$ cat src/rtl/wormy_buttons_if.sv
// Button bus for wormy_buttons: raw push-button levels in, accepted direction commands out.
interface wormy_buttons_if;
    logic [3:0] btn_raw;
    logic       button_pushed;
    logic [1:0] button_state;

    modport master (
        output btn_raw,
        input  button_pushed,
        input  button_state
    );

    modport slave (
        input  btn_raw,
        output button_pushed,
        output button_state
    );
endinterface

$ cat src/rtl/wormy_buttons.sv
// Four-button debouncer with press detection and fixed-priority direction encoding.
// Optional macro WORMY_REVERSE_BLOCK_EN drops presses that reverse the last accepted direction.
module wormy_buttons #(
    parameter int DebounceCycles = 1000,
    parameter int CounterWidth   = 16
) (
    input  logic            clk,
    input  logic            rst,
    wormy_buttons_if.slave  bus
);

    localparam logic [CounterWidth-1:0] CntLast = CounterWidth'(DebounceCycles - 1);

    logic [3:0]              sync1;
    logic [3:0]              sync2;
    logic [3:0]              stable;
    logic [3:0]              stable_d;
    logic [3:0]              rise_q;
    logic [CounterWidth-1:0] cnt [4];
    logic                    pushed_q;
    logic [1:0]              state_q;
    logic                    win_valid;
    logic [1:0]              win_dir;
    logic                    accept;

    always_ff @(posedge clk) begin
        if (rst) begin
            sync1 <= '0;
            sync2 <= '0;
        end else begin
            sync1 <= bus.btn_raw;
            sync2 <= sync1;
        end
    end

    // Counter only runs while the synchronized level disagrees with the stable level.
    always_ff @(posedge clk) begin
        if (rst) begin
            stable <= '0;
            for (int b = 0; b < 4; b++) begin
                cnt[b] <= '0;
            end
        end else begin
            for (int b = 0; b < 4; b++) begin
                if (sync2[b] == stable[b]) begin
                    cnt[b] <= '0;
                end else if (cnt[b] == CntLast) begin
                    stable[b] <= ~stable[b];
                    cnt[b]    <= '0;
                end else begin
                    cnt[b] <= cnt[b] + 1'b1;
                end
            end
        end
    end

    always_ff @(posedge clk) begin
        if (rst) begin
            stable_d <= '0;
            rise_q   <= '0;
        end else begin
            stable_d <= stable;
            rise_q   <= stable & ~stable_d;
        end
    end

    always_comb begin
        win_valid = 1'b1;
        win_dir   = 2'b00;
        if (rise_q[0]) begin
            win_dir = 2'b00;
        end else if (rise_q[1]) begin
            win_dir = 2'b01;
        end else if (rise_q[2]) begin
            win_dir = 2'b10;
        end else if (rise_q[3]) begin
            win_dir = 2'b11;
        end else begin
            win_valid = 1'b0;
        end
    end

`ifdef WORMY_REVERSE_BLOCK_EN
    logic [1:0] last_dir;

    assign accept = win_valid && (win_dir != (last_dir ^ 2'b10));

    always_ff @(posedge clk) begin
        if (rst) begin
            last_dir <= 2'b00;
        end else if (accept) begin
            last_dir <= win_dir;
        end
    end
`else
    assign accept = win_valid;
`endif

    always_ff @(posedge clk) begin
        if (rst) begin
            pushed_q <= 1'b0;
            state_q  <= 2'b00;
        end else begin
            pushed_q <= accept;
            if (accept) begin
                state_q <= win_dir;
            end
        end
    end

    assign bus.button_pushed = pushed_q;
    assign bus.button_state  = state_q;

endmodule

$ cat src/flat_wrapper.sv
// flat-port wrapper written by rule: the top's interface ports become plain ports
module wormy_buttons_flat 
#(
    parameter int DebounceCycles = 1000,
    parameter int CounterWidth   = 16
)
  (clk, rst, bus_btn_raw, bus_button_pushed, bus_button_state);
  wormy_buttons_if bus_i ();
  input  logic clk;
  input  logic rst;
  input wire logic [$bits(bus_i.btn_raw)-1:0] bus_btn_raw;
  output wire logic [$bits(bus_i.button_pushed)-1:0] bus_button_pushed;
  output wire logic [$bits(bus_i.button_state)-1:0] bus_button_state;
  assign bus_i.btn_raw = bus_btn_raw;
  assign bus_button_pushed = bus_i.button_pushed;
  assign bus_button_state = bus_i.button_state;
  wormy_buttons #(.DebounceCycles(DebounceCycles), .CounterWidth(CounterWidth)) u_core (.clk(clk), .rst(rst), .bus(bus_i));
endmodule
$ cat config.mk
export PLATFORM = sky130hd
export DESIGN_NAME = wormy_buttons_flat
export DESIGN_NICKNAME = d
export VERILOG_FILES = /design/src/rtl/wormy_buttons_if.sv /design/src/rtl/wormy_buttons.sv /design/src/flat_wrapper.sv
export SDC_FILE = /design/constraint.sdc
export NUM_CORES = 1
export LEC_CHECK = 0
export ABC_AREA = 1
export CELL_PAD_IN_SITES_DETAIL_PLACEMENT = 0
export CELL_PAD_IN_SITES_GLOBAL_PLACEMENT = 1
export CORE_MARGIN = 1.5
export CORE_UTILIZATION = 48
export CTS_BUF_LIST = sky130_fd_sc_hd__clkbuf_4 sky130_fd_sc_hd__clkbuf_8
export DETAILED_ROUTE_END_ITERATION = 7
export GPL_TIMING_DRIVEN = 1
export PLACE_DENSITY_LB_ADDON = 0.1
export SLEW_MARGIN = 0
export SYNTH_ARGS = -nofsm -noshare
export SYNTH_HDL_FRONTEND = slang
export SYNTH_SLANG_ARGS = --single-unit
$ cat constraint.sdc
create_clock -name clk -period 1.7 [get_ports clk]
set_clock_uncertainty 0.1 [all_clocks]
set_input_delay 0.255 -clock clk [delete_from_list [all_inputs] [get_ports clk]]
set_output_delay 0.255 -clock clk [all_outputs]
set_load 0.02 [all_outputs]
==> results of run 1 <==
timing repair:
| item | in CTS | in global routing |
|---|---|---|
| endpoints found under the setup margin | 0 | 53 |
| hold buffers | 0 | 0 |
| buffers inserted | 0 | 7 |
| resized for setup | 0 | 27 |
stage by stage:
step           utilization, %  total power [mW]  cells
6_report                60.20             4.057    731
5_1_grt                 60.20             4.232    731
4_1_cts                 58.19             4.085    723
3_5_place_dp            56.01             2.659    707
3_3_place_gp            56.01             2.655    707
2_1_floorplan               -             2.597    586
worst max-delay path, stage by stage, from the launching register on:
cell	delay (ns)
edfxtp_1	0.41
ha_4	0.16
inv_2	0.03
nor2_1	0.07
nand2_1	0.06
nor2_2	0.10
nand3_2	0.12
nand2_4	0.12
clkbuf_16	0.17
nor2_4	0.03
cells in the mapped netlist, drive strengths merged (2+ instances only):
master,count,area [um^2]
nand2,112,442.9
ha,4,50.05
nand3,28,140.1
buf,5,46.29
dfxtp,23,460.4
xor2,23,201.4
edfxtp,64,1922
nand4,9,62.56
inv,60,225.2
nor3,9,45.04
or2,4,25.02
o21bai,2,15.01
o21ai,9,45.04
nand3b,2,15.01
a21oi,23,115.1
nor2,133,546.8
xnor2,10,87.58
where the power goes:
group | switching (mW) | leakage (nW) | internal (mW)
clock network | 0.737 | 0.0994 | 0.691
logic | 0.132 | 1.24 | 0.0846
registers | 0.0644 | 0.847 | 2.35
total | 0.934 | 2.19 | 3.12
state kept, by name (all words and copies together) (netlist names):
register,flops
u_core.cnt,64
u_core.rise_q,4
u_core.stable,4
u_core.stable_d,4
u_core.sync1,4
u_core.sync2,4
u_core.bus.button_state,2
u_core.bus.button_pushed,1
cell families (layout without fill, tap and decap cells):
logic type	after synthesis	in the layout	share of synthesized area, %
XOR/XNOR	33	33	6.481
buffers and inverters	66	103	6.173
AND/OR/NAND/NOR	298	298	28.79
flip-flops	87	87	53.42
other	1	64	0.08409
adder cells (fa/ha/maj)	4	4	1.122
AO/OA/AOI/OAI	34	34	3.928
final cells by class:
class	count	area [um^2]	share of cell area (%)
inverters	60	225.2	4.228
well taps	108	135.1	2.537
clock buffers	10	131.4	2.467
multi-input cells	433	2133	40.05
repair buffers	27	257.7	4.839
clock inverters	6	61.31	1.151
flip-flops and latches	87	2382	44.73
how the worst max path moves through the flow:
stage                             end        startpoint  slack, ns  depth (start not counted)
finish               u_core.cnt[2][5]  u_core.cnt[2][0]       0.07                          9
global route         u_core.cnt[2][5]  u_core.cnt[2][1]      -0.03                          9
CTS                 u_core.cnt[0][12]  u_core.cnt[0][0]      0.008                          6
detailed placement  u_core.cnt[3][15]               rst      -0.06                          6
global placement    u_core.cnt[3][14]               rst      -0.03                          6
floorplan            u_core.cnt[2][9]  u_core.cnt[2][0]       0.15                          9
layer usage:
layer	share of wire (%)	track usage, %	vias up
li1	-	-	1807
met1	51	21.76	1494
met2	46	26.71	19
met3	1.7	2.670	4
met4	0.94	6.826	0
met5	0	0	-
==> summary.txt, run 1 <==
Timing
  – Final setup TNS: 0 ns
  – Final worst slack: a little over 0.07 ns
  – Pins Over Slew Limit: 0
  – Fmax: 614.4 MHz
  – Final setup vio count: 0
  – Final Hold Viols: 0
  – Tmin final: 1.628 ns
  – RSZ-0062 raised after global routing: yes
  – Final cycle utilization of the critical path: between 90% and 100%
  – Worst Hold Slack: 0.2929 ns

Yosys
  – YS warnings: 0
  – Ys async rst share: 0%
  – Synth Cell Area: ~4500 um^2
  – Post-Synthesis Cells: 523
  – Top FF cell, synth: edfxtp_1
  – Sequential fraction of the synthesis area: 53.42%
  – EDFF count, synth: 64
  – Syn avg cell area: roughly 8.5 um^2
  – Post-synthesis cell type count: 30
  – #FFs+latches synth: 87

Route
  – # DRC: 0
  – WL/cell: 10.37 um
  – Vias: ~3300
  – Via/cell ratio: between 4 and 5
  – Routed wire length: ~7600 um
  – Initial DRT Pass Iterations: 4
  – Initial DRC count: 140
  – Antenna Nets Post-Route: 0

Final layout
  – Proportion of layout cells with a drive suffix above 1: 12.20%
  – Fillers: 787
  – Final net count: between 600 and 700
  – Design area: 5326 um^2
  – Commonest non-fill, non-tap cell in the layout: nor2_1
  – Antenna diode count: 0
  – P&R area growth vs syn: 19.44%
  – Most frequent cells in the layout: nor2_1, nand2_1, edfxtp_1, conb_1, inv_1

Setup path
  – Crit Path Max Fanout: 8
  – RR Endpoint: u_core.cnt[2][5]
  – Critical path type: register to register
  – Worst setup SP type: register
  – Worst reg2reg path startpoint: u_core.cnt[2][0]
  – Arr. time, crit path: between 1.5 and 2 ns
  – CP required: approximately 1.7 ns
  – R2R depth: 9
  – Setup crit end kind: register
  – Setup slack, reg-to-reg: 0.07 ns

Die
  – Area of the core: 8848 um^2
  – Ports: 9
  – Die area: 9877 um^2
  – Row count: 34
  – Initial Util: 50.40%
  – Die width: 99.39 um
  – Die height: 99.39 um

GRT
  – Vias in the first global route: 3072
  – GRT overflow: 0
  – First-pass GRT wire length: about 13000 um
  – Largest net degree at the start of global routing: 20
  – Initial antenna violation count: 0
  – Total GRT Usage: 16.35%

Clock tree
  – Clk slew on worst S/H paths: 0.09 ns
  – CTS buffer count: 9
  – Bufs on Longest Clock Path: 2
  – CTS HTree Levels: 3
  – Clock Sinks: between 80 and 90
  – Later-pin clock latency in the skew report: ~0.36 ns
  – Root Driver: clkbuf_8
  – CTS tree: built

Pwr
  – Static Leakage: 2.186 nW
  – Peak VDD IR: 0.0005659 V
  – Power per Cell Area: about 760 nW/um^2

Placement
  – # port buffers: 8
  – RePlAce Congestion: ~0.8
  – DP HPWL: 5351 um
  – Placed inst area: between 4000 and 5000 um^2
  – Pre-CTS setup slack: -0.05931 ns

Min path
  – HP Class: register to register
  – Worst Hold Endpoint: u_core.rise_q[1]
  – Hold depth: 1
  – Hold path startpoint: u_core.stable_d[1]

Outcome
  – Status: finished clean

Flow run
  – Maxcap violations: 0
No activity file was read; power rests on OpenSTA's default activity.
==> run 2: changes to the inputs <==
--- a/config.mk
+++ b/config.mk
@@ -9,12 +9,11 @@
 export CELL_PAD_IN_SITES_DETAIL_PLACEMENT = 0
 export CELL_PAD_IN_SITES_GLOBAL_PLACEMENT = 1
 export CORE_MARGIN = 1.5
-export CORE_UTILIZATION = 48
+export CORE_UTILIZATION = 50
 export CTS_BUF_LIST = sky130_fd_sc_hd__clkbuf_4 sky130_fd_sc_hd__clkbuf_8
 export DETAILED_ROUTE_END_ITERATION = 7
 export GPL_TIMING_DRIVEN = 1
 export PLACE_DENSITY_LB_ADDON = 0.1
-export SLEW_MARGIN = 0
 export SYNTH_ARGS = -nofsm -noshare
 export SYNTH_HDL_FRONTEND = slang
 export SYNTH_SLANG_ARGS = --single-unit
==> summary.txt, run 2 (same netlist as run 1, synthesis figures left out) <==
Clock tree
  – CTS HTree Levels: 3 (unchanged)
  – Root Driver: clkbuf_8
  – Bufs on Longest Clock Path: 2 (unchanged)
  – Clock Sinks: 87 (unchanged)
  – Clk slew on worst S/H paths: 0.09 ns (about the same)
  – Later-pin clock latency in the skew report: 0.35 ns (about the same)
  – CTS buffer count: 9 (unchanged)
  – CTS tree: built

Min path
  – Hold path startpoint: u_core.stable_d[3]
  – Hold depth: 1 (unchanged)
  – HP Class: register to register
  – Worst Hold Endpoint: u_core.rise_q[3]

Route
  – Via/cell ratio: 4.648 (+2.2%)
  – Routed wire length: 7837 um (+3.4%)
  – Antenna Nets Post-Route: 0 (unchanged)
  – Initial DRC count: 125 (-11%)
  – Vias: 3379 (+1.7%)
  – Initial DRT Pass Iterations: 5 (+1)
  – # DRC: 0 (unchanged)
  – WL/cell: 10.78 um (+3.9%)

Final layout
  – P&R area growth vs syn: 17.31%
  – Proportion of layout cells with a drive suffix above 1: 9.693% (-2.5 points)
  – Post-layout util: 60.28% (+0.085 points)
  – Antenna diode count: 0 (unchanged)
  – Finished Layout Cells: 727 (-0.55%)
  – Final net count: 624 (-0.64%)
  – Commonest non-fill, non-tap cell in the layout: nor2_1
  – Biggest register: u_core.cnt
  – Max reg flops: 64 (unchanged)
  – Most frequent cells in the layout: nor2_1, nand2_1, edfxtp_1, conb_1, inv_1

Setup path
  – Worst setup SP type: register
  – Critical path type: register to primary output
  – Setup slack, reg-to-reg: 0.09 ns (+0.02 ns)
  – RR Endpoint: u_core.cnt[2][1]
  – WP buf/inv: 1 (-1)
  – Worst reg2reg path startpoint: u_core.cnt[2][1]
  – R2R depth: 8 (-1)
  – Setup crit end kind: primary output
  – Arr. time, crit path: 1.27 ns (-0.37 ns)
  – CP required: 1.34 ns (-0.37 ns)
  – Worst path depth: 1 (-8)
  – Slowest stage cell on the critical path: clkdlybuf4s50_1
  – CP Cell Sequence: clkdlybuf4s50_1
  – Crit Path Max Fanout: 1 (-7)
  – Crit path max-delay family: buffers and inverters
  – Critical Path Max Stage Delay: 0.59 ns (+0.18 ns)

Timing
  – Pins Over Slew Limit: 0 (unchanged)
  – RSZ-0062 raised after global routing: yes
  – Final cycle utilization of the critical path: 95.32% (-0.43 points)
  – Worst Max-Slew Pin Slew: 0.5114 ns
  – Tmin final: 1.620 ns (-0.007284 ns)
  – Worst Hold Slack: 0.2921 ns (-0.0008540 ns)
  – Relative slew slack: 65.91%
  – Final setup vio count: 0 (unchanged)
  – Final Hold Viols: 0 (unchanged)
  – Fmax: 617.1 MHz (+0.45%)

GRT
  – GRT overflow: 0 (unchanged)
  – Vias in the first global route: 3108 (+1.2%)
  – Largest net degree at the start of global routing: 20 (unchanged)
  – Total GRT Usage: 17.55% (+1.2 points)
  – First-pass GRT wire length: 13390 um (+2.8%)
  – Initial antenna violation count: 0 (unchanged)

Die
  – Die height: 97.44 um (-2.0%)
  – Ports: 9 (unchanged)
  – Initial Util: 51.38% (+0.99 points)
  – Die width: 97.44 um (-2.0%)
  – Area of the core: 8678 um^2 (-1.9%)
  – Die area: 9495 um^2 (-3.9%)
  – Row count: 34 (unchanged)

Pwr
  – Gate power share: 5.2% (about the same)
  – Net Sw Power: 0.9114 mW (-2.4%)
  – Sw Share: 22.30% (-0.71 points)
  – Static Leakage: 2.131 nW (-2.5%)
  – Cell-internal power: 3.176 mW (+1.7%)
  – Power per Cell Area: 781.3 nW/um^2 (+2.6%)
  – Fraction of power consumed by the clock network: 35.8% (+0.6 points)
  – Peak VDD IR: 0.0004802 V (-15%)
  – Power share of the sequential group: 59.0% (-0.5 points)

Placement
  – Inst Count DP: 709 (+0.28%)
  – DP HPWL: 5635 um (+5.3%)
  – RePlAce Congestion: 0.7923 (-3.6%)
  – # port buffers: 8 (unchanged)

Flow run
  – Maxcap violations: 0 (unchanged)

Outcome
  – Status: finished clean
-- run 2: cell types whose count changed in the layout (fill, tap and decap cells not counted), sizes merged --
| cell | delta |
|---|---|
| dlymetal6s2s | -1 |
| dlygate4sd2 | +1 |
| nand2 | +2 |
| buf | -5 |
| clkbuf | +1 |
| clkinv | -2 |
-- run 2: how the worst max path moves through the flow --
stage                                          start  slack (ns)             endpoint
after floorplan                     u_core.cnt[2][0]        0.15     u_core.cnt[2][9]
after global placement                           rst       -0.04    u_core.cnt[3][14]
after detailed placement                         rst       -0.08    u_core.cnt[0][13]
after CTS                 u_core.bus.button_state[1]       0.006  bus_button_state[1]
after global routing                u_core.cnt[2][0]       -0.02     u_core.cnt[2][6]
final                       u_core.bus.button_pushed        0.08    bus_button_pushed
-- run 2: metrics by stage --
stage,instance area (um^2),setup slack (ns),TNS [ns],total power [mW]
2_1_floorplan,4696,0.1514,0,2.597
3_5_place_dp,4959,-0.08443,-2.117,2.663
4_1_cts,5161,0.005502,0,4.143
3_3_place_gp,4959,-0.03942,-0.4265,2.658
6_report,5231,0.07962,0,4.087
5_1_grt,5231,-0.02024,-0.07931,4.285
-- run 2: power groups by stage --
stage,registers [mW],clock network (mW),logic (mW)
2_1_floorplan,2.45,0,0.152
3_3_place_gp,2.46,0,0.202
3_5_place_dp,2.46,0,0.204
4_1_cts,2.41,1.53,0.206
5_1_grt,2.42,1.61,0.250
6_report,2.41,1.46,0.213
-- run 2: what timing repair did --
item,4_1_cts,5_1_grt
cloned,0,2
resized for setup,2,13
buffers inserted,0,0
pin swaps,0,3
hold buffers,0,0
setup endpoints to repair,11,38
-- run 2: cell type report --
class	count	area, um^2
clock buffer	12	152.6
timing repair buffer	21	178.9
sequential	87	2382
multi-input combinational	435	2111
clock inverter	4	46.29
inverter	60	225.2
fill	792	3447
tap	108	135.1
-- run 2: worst reg2reg max path: stages (launching register included) --
cell and delay, ns:
edfxtp_1 0.37, ha_2 0.21, inv_1 0.04, nor2_1 0.07
nand2_1 0.05, nor2_1 0.12, nand3_2 0.16, nand2_4 0.17
nor2_1 0.07
-- run 2: per-layer routing --
layer,up-vias,global-route usage (%),wire (um)
met5,-,0,0
met1,1530,22.36,3760
li1,1800,-,-
met4,0,5.934,74
met3,6,4.317,255
met2,43,29.27,3747
==> run 3: changes to the inputs <==
--- a/config.mk
+++ b/config.mk
@@ -6,12 +6,14 @@
 export NUM_CORES = 1
 export LEC_CHECK = 0
 export ABC_AREA = 1
+export CAP_MARGIN = 20
 export CELL_PAD_IN_SITES_DETAIL_PLACEMENT = 0
 export CELL_PAD_IN_SITES_GLOBAL_PLACEMENT = 1
 export CORE_MARGIN = 1.5
-export CORE_UTILIZATION = 50
+export CORE_UTILIZATION = 51
 export CTS_BUF_LIST = sky130_fd_sc_hd__clkbuf_4 sky130_fd_sc_hd__clkbuf_8
 export DETAILED_ROUTE_END_ITERATION = 7
+export DONT_BUFFER_PORTS = 1
 export GPL_TIMING_DRIVEN = 1
 export PLACE_DENSITY_LB_ADDON = 0.1
 export SYNTH_ARGS = -nofsm -noshare
==> summary.txt, run 3 (same netlist as run 1, synthesis figures left out) <==
Final layout
  – Commonest non-fill, non-tap cell in the layout: nor2_1
  – Sequential Area: 2382 um^2 (unchanged)
  – Fillers: 732 (-7.6%)
  – Final net count: 633 (+1.4%)
  – Post-layout util: 64.54% (+4.3 points)
  – Antenna diode count: 0 (unchanged)
  – Max reg flops: 64 (unchanged)
  – Proportion of layout cells with a drive suffix above 1: 10.67% (+0.98 points)
  – Finished Layout Cells: 733 (+0.83%)
  – Most frequent cells in the layout: nor2_1, nand2_1, edfxtp_1, conb_1, inv_1
  – P&R area growth vs syn: 20.71%
  – Biggest register: u_core.cnt
  – Multi-input logic area: 2135 um^2 (+1.1%)

Setup path
  – Worst reg2reg path startpoint: u_core.cnt[1][0]
  – RR Endpoint: u_core.cnt[1][8]
  – Setup crit start: u_core.cnt[1][0]
  – Setup slack, reg-to-reg: 0.09 ns (about the same)
  – CP required: 1.72 ns (+0.38 ns)
  – Worst Setup EP: u_core.cnt[1][8]
  – Crit Path Max Fanout: 3 (+2)
  – Setup crit end kind: register
  – Arr. time, crit path: 1.63 ns (+0.36 ns)
  – Critical path type: register to register
  – R2R depth: 7 (-1)
  – Worst setup SP type: register

Route
  – WL/cell: 11.03 um (+2.3%)
  – Initial DRC count: 110 (-12%)
  – Routed wire length: 8087 um (+3.2%)
  – Antenna Nets Post-Route: 0 (unchanged)
  – Via/cell ratio: 4.681 (+0.71%)
  – Vias: 3431 (+1.5%)
  – Initial DRT Pass Iterations: 4 (-1)
  – # DRC: 0 (unchanged)

Clock tree
  – Later-pin clock latency in the skew report: 0.35 ns (about the same)
  – CTS buffer count: 9 (unchanged)
  – Clock Sinks: 87 (unchanged)
  – CTS HTree Levels: 3 (unchanged)
  – Clk slew on worst S/H paths: 0.09 ns (about the same)
  – CTS tree: built
  – Bufs on Longest Clock Path: 2 (unchanged)
  – Root Driver: clkbuf_8

Die
  – Die area: 9313 um^2 (-1.9%)
  – Die width: 96.51 um (-0.96%)
  – Die height: 96.51 um (-0.96%)
  – Ports: 9 (unchanged)
  – Initial Util: 53.47% (+2.1 points)
  – Row count: 33 (-2.9%)
  – Area of the core: 8341 um^2 (-3.9%)

Placement
  – RePlAce Congestion: 0.8338 (+5.2%)
  – Inst Count DP: 694 (-2.1%)
  – # port buffers: 0 (-8)
  – DP HPWL: 5531 um (-1.9%)

Timing
  – Tmin final: 1.613 ns (-0.007277 ns)
  – Final cycle utilization of the critical path: 94.89% (-0.43 points)
  – Worst Hold Slack: 0.2278 ns (-0.06426 ns)
  – Final Hold Viols: 0 (unchanged)
  – Pins Over Slew Limit: 0 (unchanged)
  – Fmax: 619.9 MHz (+0.45%)
  – RSZ-0062 raised after global routing: yes
  – Final setup vio count: 0 (unchanged)

GRT
  – First-pass GRT wire length: 13680 um (+2.1%)
  – Total GRT Usage: 19.21% (+1.7 points)
  – Largest net degree at the start of global routing: 17 (-15%)
  – GRT overflow: 0 (unchanged)
  – Initial antenna violation count: 0 (unchanged)
  – Vias in the first global route: 3198 (+2.9%)

Pwr
  – Peak VDD IR: 0.0004196 V (-13%)
  – Static Leakage: 2.218 nW (+4.1%)
  – Power per Cell Area: 812.8 nW/um^2 (+4.0%)
  – Design Power: 4.375 mW (+7.0%)

Flow run
  – Maxcap violations: 0 (unchanged)

Outcome
  – Status: finished clean

Min path
  – HP Class: primary input to register
run 3: area by class of cell:
| cell class | instances | share of cell area [%] |
|---|---|---|
| sequential | 87 | 44.26 |
| timing repair buffer | 30 | 4.974 |
| multi-input combinational | 435 | 39.66 |
| clock buffer | 12 | 2.720 |
| inverter | 60 | 4.184 |
| clock inverter | 4 | 1.767 |
| tap | 105 | 2.441 |
run 3: stage by stage:
step	setup WS [ns]	instance area [um^2]	setup TNS, ns
2_1_floorplan	0.1514	4696	0
3_3_place_gp	0.06506	4845	0
3_5_place_dp	0.01150	4845	0
4_1_cts	0.01169	5251	0
5_1_grt	-0.01233	5383	-0.02413
6_report	0.08690	5383	0
run 3: metal layers:
metal  wire, um  GRT usage, %
met1       4114         25.69
met2       3660         30.65
met3        186         3.443
met4        125         8.092
met5          0             0
run 3: critical path, stage by stage (launching register included):
cell and delay (ns):
edfxtp_1 0.46, ha_4 0.20, nand2_1 0.12, nor2_4 0.06
buf_4 0.14, nand2_1 0.07, xor2_1 0.16, nor2_1 0.07
run 3: worst min-delay path by stage:
stage / slack [ns] / to / cells past startpoint / startpoint
floorplan: 0.26 / u_core.sync1[0] / 2 / bus_btn_raw[0]
global placement: 0.23 / u_core.bus.button_state[0] / 1 / rst
detailed placement: 0.23 / u_core.sync2[2] / 1 / rst
CTS: 0.31 / u_core.rise_q[1] / 1 / u_core.stable_d[1]
global route: 0.24 / u_core.bus.button_state[0] / 2 / rst
finish: 0.23 / u_core.bus.button_state[0] / 2 / rst
run 3: where the power goes:
group | switching (mW) | leakage, nW | internal, mW | total (mW)
clock network | 0.727 | 0.125 | 1.03 | 1.75
registers | 0.0641 | 0.847 | 2.35 | 2.41
logic | 0.129 | 1.25 | 0.0825 | 0.211
total | 0.919 | 2.22 | 3.46 | 4.38
run 3: timing repair:
item	CTS	global route
endpoints found under the setup margin	1	53
endpoints found under the hold margin	23	0
hold buffers	16	0
gates resized for setup	1	19
cloned	0	2
setup buffers	0	5
pin swaps	0	6
